## config.mk

```make
export PLATFORM = sky130hd
export DESIGN_NAME = fetch_sequencer
export DESIGN_NICKNAME = d
export VERILOG_FILES = /design/src/rtl/fetch_sequencer_pkg.sv /design/src/rtl/fetch_sequencer.sv
export SDC_FILE = /design/constraint.sdc
export NUM_CORES = 1
export LEC_CHECK = 0
export ABC_AREA = 1
export BUFFER_PORTS_ARGS = -buffer_cell sky130_fd_sc_hd__buf_4
export CORE_MARGIN = 4
export CORE_UTILIZATION = 35
export DETAILED_ROUTE_END_ITERATION = 16
export PLACE_DENSITY_LB_ADDON = 0.1
export SYNTH_ARGS = -nofsm -noshare
export SYNTH_HDL_FRONTEND = slang
export SYNTH_SLANG_ARGS = --single-unit
```

## constraint.sdc

```tcl
create_clock -name clk -period 1.06 [get_ports clk]
set_input_delay 0 -clock clk [delete_from_list [all_inputs] [get_ports clk]]
set_output_delay 0 -clock clk [all_outputs]
set_load 0.05 [all_outputs]
```

## src/rtl/fetch_sequencer_pkg.sv

```systemverilog
// Shared definitions for the fetch/decode/execute sequencer: state codes and opcode decode.
package fetch_sequencer_pkg;

    localparam int unsigned OPC_HI = 7;
    localparam int unsigned OPC_LO = 5;

    localparam logic [2:0] S_FETCH  = 3'd0;
    localparam logic [2:0] S_DECODE = 3'd1;
    localparam logic [2:0] S_TGT    = 3'd2;
    localparam logic [2:0] S_EXEC   = 3'd3;
    localparam logic [2:0] S_HALT   = 3'd4;
    localparam logic [2:0] S_FAULT  = 3'd5;

    localparam logic [2:0] OP_JMP = 3'b110;
    localparam logic [2:0] OP_JZ  = 3'b111;
    localparam logic [2:0] OP_HLT = 3'b101;

    function automatic logic [2:0] opcode_of(input logic [7:0] b);
        return b[OPC_HI:OPC_LO];
    endfunction

endpackage

```

## src/rtl/fetch_sequencer.sv

```systemverilog
// Multi-cycle fetch/decode/execute controller: fetches instruction bytes, resolves
// JMP/JZ locally, hands other opcodes to the datapath, supports HALT and a bus timeout.
module fetch_sequencer
    import fetch_sequencer_pkg::*;
#(
    parameter int unsigned DW     = 8,
    parameter int unsigned ACK_TO = 15
) (
    input  logic          clk,
    input  logic          rst,
    input  logic [DW-1:0] pc_value,
    output logic          pc_inc,
    output logic          pc_load,
    output logic [DW-1:0] pc_load_val,
    output logic          mem_req,
    output logic [DW-1:0] mem_addr,
    input  logic          mem_ack,
    input  logic [DW-1:0] mem_rdata,
    output logic [DW-1:0] ir,
    output logic          exec_start,
    input  logic          exec_done,
    input  logic          zero_flag,
    input  logic          resume,
    output logic          halted,
    output logic          fault
);

    localparam int unsigned CW = 4;

    logic [2:0]    state_q, state_d;
    logic [DW-1:0] ir_q, ir_d;
    logic [CW-1:0] cnt_q, cnt_d;
    logic [2:0]    opc;
    logic          cnt_expired;

    assign opc         = opcode_of(ir_q[7:0]);
    assign cnt_expired = (cnt_q == CW'(ACK_TO - 1));
    assign ir          = rst ? '0 : ir_q;

    always_ff @(posedge clk) begin
        if (rst) begin
            state_q <= S_FETCH;
            ir_q    <= '0;
            cnt_q   <= '0;
        end else begin
            state_q <= state_d;
            ir_q    <= ir_d;
            cnt_q   <= cnt_d;
        end
    end

    // Counter runs only while an awaited ack/done is low; any exit clears it.
    always_comb begin
        state_d     = state_q;
        ir_d        = ir_q;
        cnt_d       = '0;
        pc_inc      = 1'b0;
        pc_load     = 1'b0;
        pc_load_val = '0;
        mem_req     = 1'b0;
        mem_addr    = '0;
        exec_start  = 1'b0;
        halted      = 1'b0;
        fault       = 1'b0;

        case (state_q)
            S_FETCH: begin
                mem_req  = 1'b1;
                mem_addr = pc_value;
                if (mem_ack) begin
                    ir_d    = mem_rdata;
                    pc_inc  = 1'b1;
                    state_d = S_DECODE;
                end else if (cnt_expired) begin
                    state_d = S_FAULT;
                end else begin
                    cnt_d = cnt_q + CW'(1);
                end
            end
            S_DECODE: begin
                if (opc == OP_HLT) begin
                    state_d = S_HALT;
                end else if (opc == OP_JMP || opc == OP_JZ) begin
                    state_d = S_TGT;
                end else begin
                    state_d = S_EXEC;
                end
            end
            S_TGT: begin
                mem_req  = 1'b1;
                mem_addr = pc_value;
                if (mem_ack) begin
                    if (opc == OP_JMP || zero_flag) begin
                        pc_load     = 1'b1;
                        pc_load_val = mem_rdata;
                    end else begin
                        pc_inc = 1'b1;
                    end
                    state_d = S_FETCH;
                end else if (cnt_expired) begin
                    state_d = S_FAULT;
                end else begin
                    cnt_d = cnt_q + CW'(1);
                end
            end
            S_EXEC: begin
                exec_start = 1'b1;
                if (exec_done) begin
                    state_d = S_FETCH;
                end else if (cnt_expired) begin
                    state_d = S_FAULT;
                end else begin
                    cnt_d = cnt_q + CW'(1);
                end
            end
            S_HALT: begin
                halted = 1'b1;
                if (resume) begin
                    state_d = S_FETCH;
                end
            end
            S_FAULT: begin
                fault = 1'b1;
            end
            default: begin
                state_d = S_FETCH;
            end
        endcase

        // Reset forces every output low within the reset cycle itself.
        if (rst) begin
            pc_inc      = 1'b0;
            pc_load     = 1'b0;
            pc_load_val = '0;
            mem_req     = 1'b0;
            mem_addr    = '0;
            exec_start  = 1'b0;
            halted      = 1'b0;
            fault       = 1'b0;
        end
    end

endmodule

```

==> reports/results.tsv, run 1 <==
metric	value	unit
outcome	aborted with a tool error	
largest net degree at the start of global routing	15	
Root Driver	clkbuf_4	
Area contributors post-synth	dfxtp_1 32%, nor2_1 14%, inv_1 11%	
FF+latch count, synth	15	
Error	[ERROR DPL-0033] detailed placement checks failed during check placement.	
simple-gate portion of the synthesized area	37.4	%
Starting Density	37.3	%
largest buffer count on any clock path	2	
Post-Synth XOR/XNOR Area	1.88	%
initial antenna violation count	0	
Synth top area share	32.2	%
hpwl dp	2280	µm
grt repair worst endpoint	pc_load_val[0]	
Chip Height	59.6	µm
Compound-Gate Fraction of Synth Area	10.5	%
row cnt	18	
TritonCTS Buffers	3	
failing step	global routing (5_1_grt)	
post-synthesis area per instance	6.14	µm²
H-tree levels	1	
sequential share of the synthesized area	32.2	%
Setup WS pre-CTS	-0.117	ns
Syn. warnings	0	
IO Count	52	
Synth Cell Area	933	µm²
chip width	59.6	µm
GPL Wtd Cong	0.766	
Worst EP kind	top-level output	
Mapped Nets	176	
Synth Area in Adders	2.68	%
area leader, netlist	dfxtp_1	
IO buf count	51	
largest family of logic cells by synthesized area	simple AND/OR/NAND/NOR gates	
clk sink count	15	
Post-Synthesis Cells	152	
mux contribution to synthesized area	0	%
Synth cell types	24	
area post-placement	1660	µm²
[through the flow]
stage | setup TNS (ns) | cells
4_1_cts | -9.59 | 266
3_3_place_gp | -1.34 | 244
3_5_place_dp | -1.96 | 244
2_1_floorplan | -1.93 | 152
[Yosys cell counts, drive strengths merged]
cell	count
nor2	36
inv	29
nand2	27
dfxtp	15
nand3	12
a21oi	10
o21ai	8
buf	4
clkbuf	2
ha	2
nor4	2
nand3b	1
nor3	1
o211ai	1
xnor2	1
xor2	1
[timing repair]
action	4_1_cts
pin swaps	9
resized for setup	95
setup endpoints to repair	40
gates cloned	2
hold endpoints to repair	7
buffers inserted	9
hold buffers	7
[cell families after synthesis]
logic type / after synthesis
buffers and inverters: 35
AOI/OAI and AO/OA: 19
and+or+nand+nor: 79
xor gates and xnor gates: 2
DFF: 15
adders and majority gates: 2
==> run 2: changes to the inputs <==
CORE_UTILIZATION = 20   (was 35)
PLACE_DENSITY_LB_ADDON = 0.15   (was 0.1)
clock period = 1.4 ns   (was 1.06 ns; I/O delays follow)
==> reports/results.tsv, run 2 <==
metric	value	unit	change
sequential share of the synthesized area	32.2	%	unchanged
vias	1075		
Synth top area share	32.2	%	unchanged
total core area	4440	µm²	
RSZ-0062 raised after global routing	true		
final instance area	1560	µm²	
Post-synth top flop	dfxtp_1		
Slew headroom	77.7	%	
gr usage total	10.2	%	
RR Startpoint	state_q[0]		
Syn. warnings	0		unchanged
Pwr Density	1360	nW/µm²	
endpoints failing setup	9		
Starting DRT DRC Count	54		
crit path kind	reg -> out		
Regs by FF count	ir_q x8, cnt_q x4, state_q x3		
ANT nets after route	0		
Area contributors post-synth	dfxtp_1 32%, nor2_1 14%, inv_1 11%		
Worst setup startpoint	state_q[0]		
min cycle time layout	1.43	ns	
setup ws final	-0.0254	ns	
worst hold stages	3		
Min Hold Slack	0.0243	ns	
Post-synth EDFFs	0		unchanged
clock power share	16.3	%	
Post-Synthesis Cells	152		unchanged
IO Count	52		unchanged
IO buf count	51		unchanged
chip width	76.3	µm	+28%
Setup WS pre-CTS	0.115	ns	+0.232 ns
static leakage	0.000799	µW	
Via-to-Cell Ratio	4.15		
CP max FO	5		
FF+latch count, synth	15		unchanged
commonest cells in the netlist	34 x nor2_1, 28 x inv_1, 27 x nand2_1		
most common cell after layout, fill and taps aside	buf_4		
drc violations	0		
Pins Over Slew Limit	0		
Clock Latency Late Sink	0.24	ns	
CTS tree	yes		
Max Freq	702	MHz	
Synth Cell Area	933	µm²	unchanged
slew at the pin closest to its max-slew limit	0.334	ns	
Wirelength per Cell	11.4	µm	
Tcrit/Tclk final	102	%	
Crit-path slowest cell	dfxtp_2		
clk sink count	15		unchanged
Die ar.	5820	µm²	
Chip Height	76.3	µm	+28%
Starting Density	21.0	%	-16 points
Most flops, register	ir_q		
Final Hold Viols	0		
GPL Wtd Cong	0.749		-2.3%
Final nets	232		
worst hold start	resume		
CP most frequent cell	nor2_4		
P&R area growth vs syn	66.8	%	
Data arrival, critical path	1.43	ns	
CP required	1.40	ns	
hpwl dp	2220	µm	-2.9%
Async S/R FF share, synth	0	%	unchanged
TritonCTS Buffers	3		unchanged
Synth cell types	24		unchanged
r2r setup slk	0.20	ns	
fraction of layout instances using a drive strength above 1	38.2	%	
P_sw	1010	µW	
drt total wl	2950	µm	
VDD IR-drop max	0.000477	V	
diode count	0		
Hold Path Class	in -> reg		
highest metal used	met4		
combinational share of power	55.6	%	
Mapped Nets	176		unchanged
Post-Route Utilization	35.0	%	
clock-pin slew on the worst setup and hold paths	0.06	ns	
post-synthesis area per instance	6.14	µm²	unchanged
Seq pwr share	28.0	%	
Reg2Reg Capture Point	ir_q[3]		
Pre-Repair DR Iteration Count	4		
global-route wire length before repair	4990	µm	
area leader, netlist	dfxtp_1		
row cnt	24		+6
P_int	1110	µW	
metal2 WL	1360	µm	
most frequent cells in the layout	43 x buf_4, 28 x inv_1, 27 x nand2_1		
vias in the first global route	1068		
failing checks	negative setup slack		
CP Launch Type	flip-flop		
CP Cell Sequence	nor2_4 -> inv_2 -> nor2_4 -> nand3_2 -> a21oi_2 -> buf_6		
Pwr Total	2120	µW	
R2R depth	5		
wire length on met1	1380	µm	
Critical Path End Type	output pin		
largest net degree at the start of global routing	23		
H-tree levels	1		unchanged
area post-placement	1390	µm²	-16%
switching part of the total	47.6	%	
max reg flops	8		
Root Driver	clkbuf_8		
leading cell type by number of instances after synthesis	nor2_1		
Max-cap violations	0		
met3 wire length	199	µm	
largest buffer count on any clock path	2		unchanged
largest stage delay on the critical path	0.35	ns	
initial antenna violation count	0		
Worst Hold End	state_q[2]		
total grt overflow	0		
outcome	complete, but fails checks		
worst clock skew	0.000604	ns	
## run 2: cell counts after synthesis
Identical to the previous run, type by type.
## run 2: logic make-up after synthesis
family,synth area share [%]
AOI/OAI and AO/OA,10.5
xor gates and xnor gates,1.88
DFF,32.2
adders and majority gates,2.68
buffers and inverters,15.4
and+or+nand+nor,37.4
## run 2: worst max-delay path, delay by kind of cell (launching register included)
kind / cells / cell delay (ns)
and+or+nand+nor: 3 / 0.43
DFF: 1 / 0.35
buffers and inverters: 2 / 0.23
AOI/OAI and AO/OA: 1 / 0.17
## run 2: how the worst max path moves through the flow
stage,endpoint,slack [ns]
6_report,pc_inc,-0.03
5_1_grt,pc_load_val[1],-0.12
4_1_cts,pc_load_val[4],-0.04
3_5_place_dp,pc_load_val[1],0.11
3_3_place_gp,pc_load_val[1],0.14
2_1_floorplan,pc_load_val[0],-0.08
## run 2: metrics by stage
| step | setup TNS (ns) | cells |
|---|---|---|
| floorplan | -0.732 | 152 |
| detailed placement | 0 | 253 |
| CTS | -0.137 | 259 |
| global route | -0.974 | 259 |
| global placement | 0 | 253 |
| finish | -0.139 | 259 |
## run 2: timing repair
action / CTS / global route
gates resized for setup: 11 / 17
cloned: 1 / 0
pin swaps: 0 / 3
setup endpoints to repair: 10 / 20
setup buffers: 1 / 1
hold buffers: 0 / 0
## run 2: metal layers
layer  GRT usage [%]  vias up
li1                -      576
met1            14.3      467
met2            15.7       30
met3            3.43        2
met4           0.543        0
met5               0        -
## run 2: final cells by class
type / count / area (µm²)
clock buffer: 4 / 45.0
tap: 52 / 65.1
sequential: 15 / 303
timing repair buffer: 56 / 469
fill: 487 / 2890
inverter: 29 / 109
multi-input combinational: 103 / 566
## run 2: power groups by stage
stage | sequential [µW] | clock (µW) | combinational (µW)
6_report | 594 | 347 | 1180
5_1_grt | 605 | 392 | 1280
4_1_cts | 594 | 364 | 1160
3_5_place_dp | 600 | 0 | 1110
3_3_place_gp | 598 | 0 | 1110
2_1_floorplan | 579 | 0 | 827
Power figures use the tool's default switching activity.
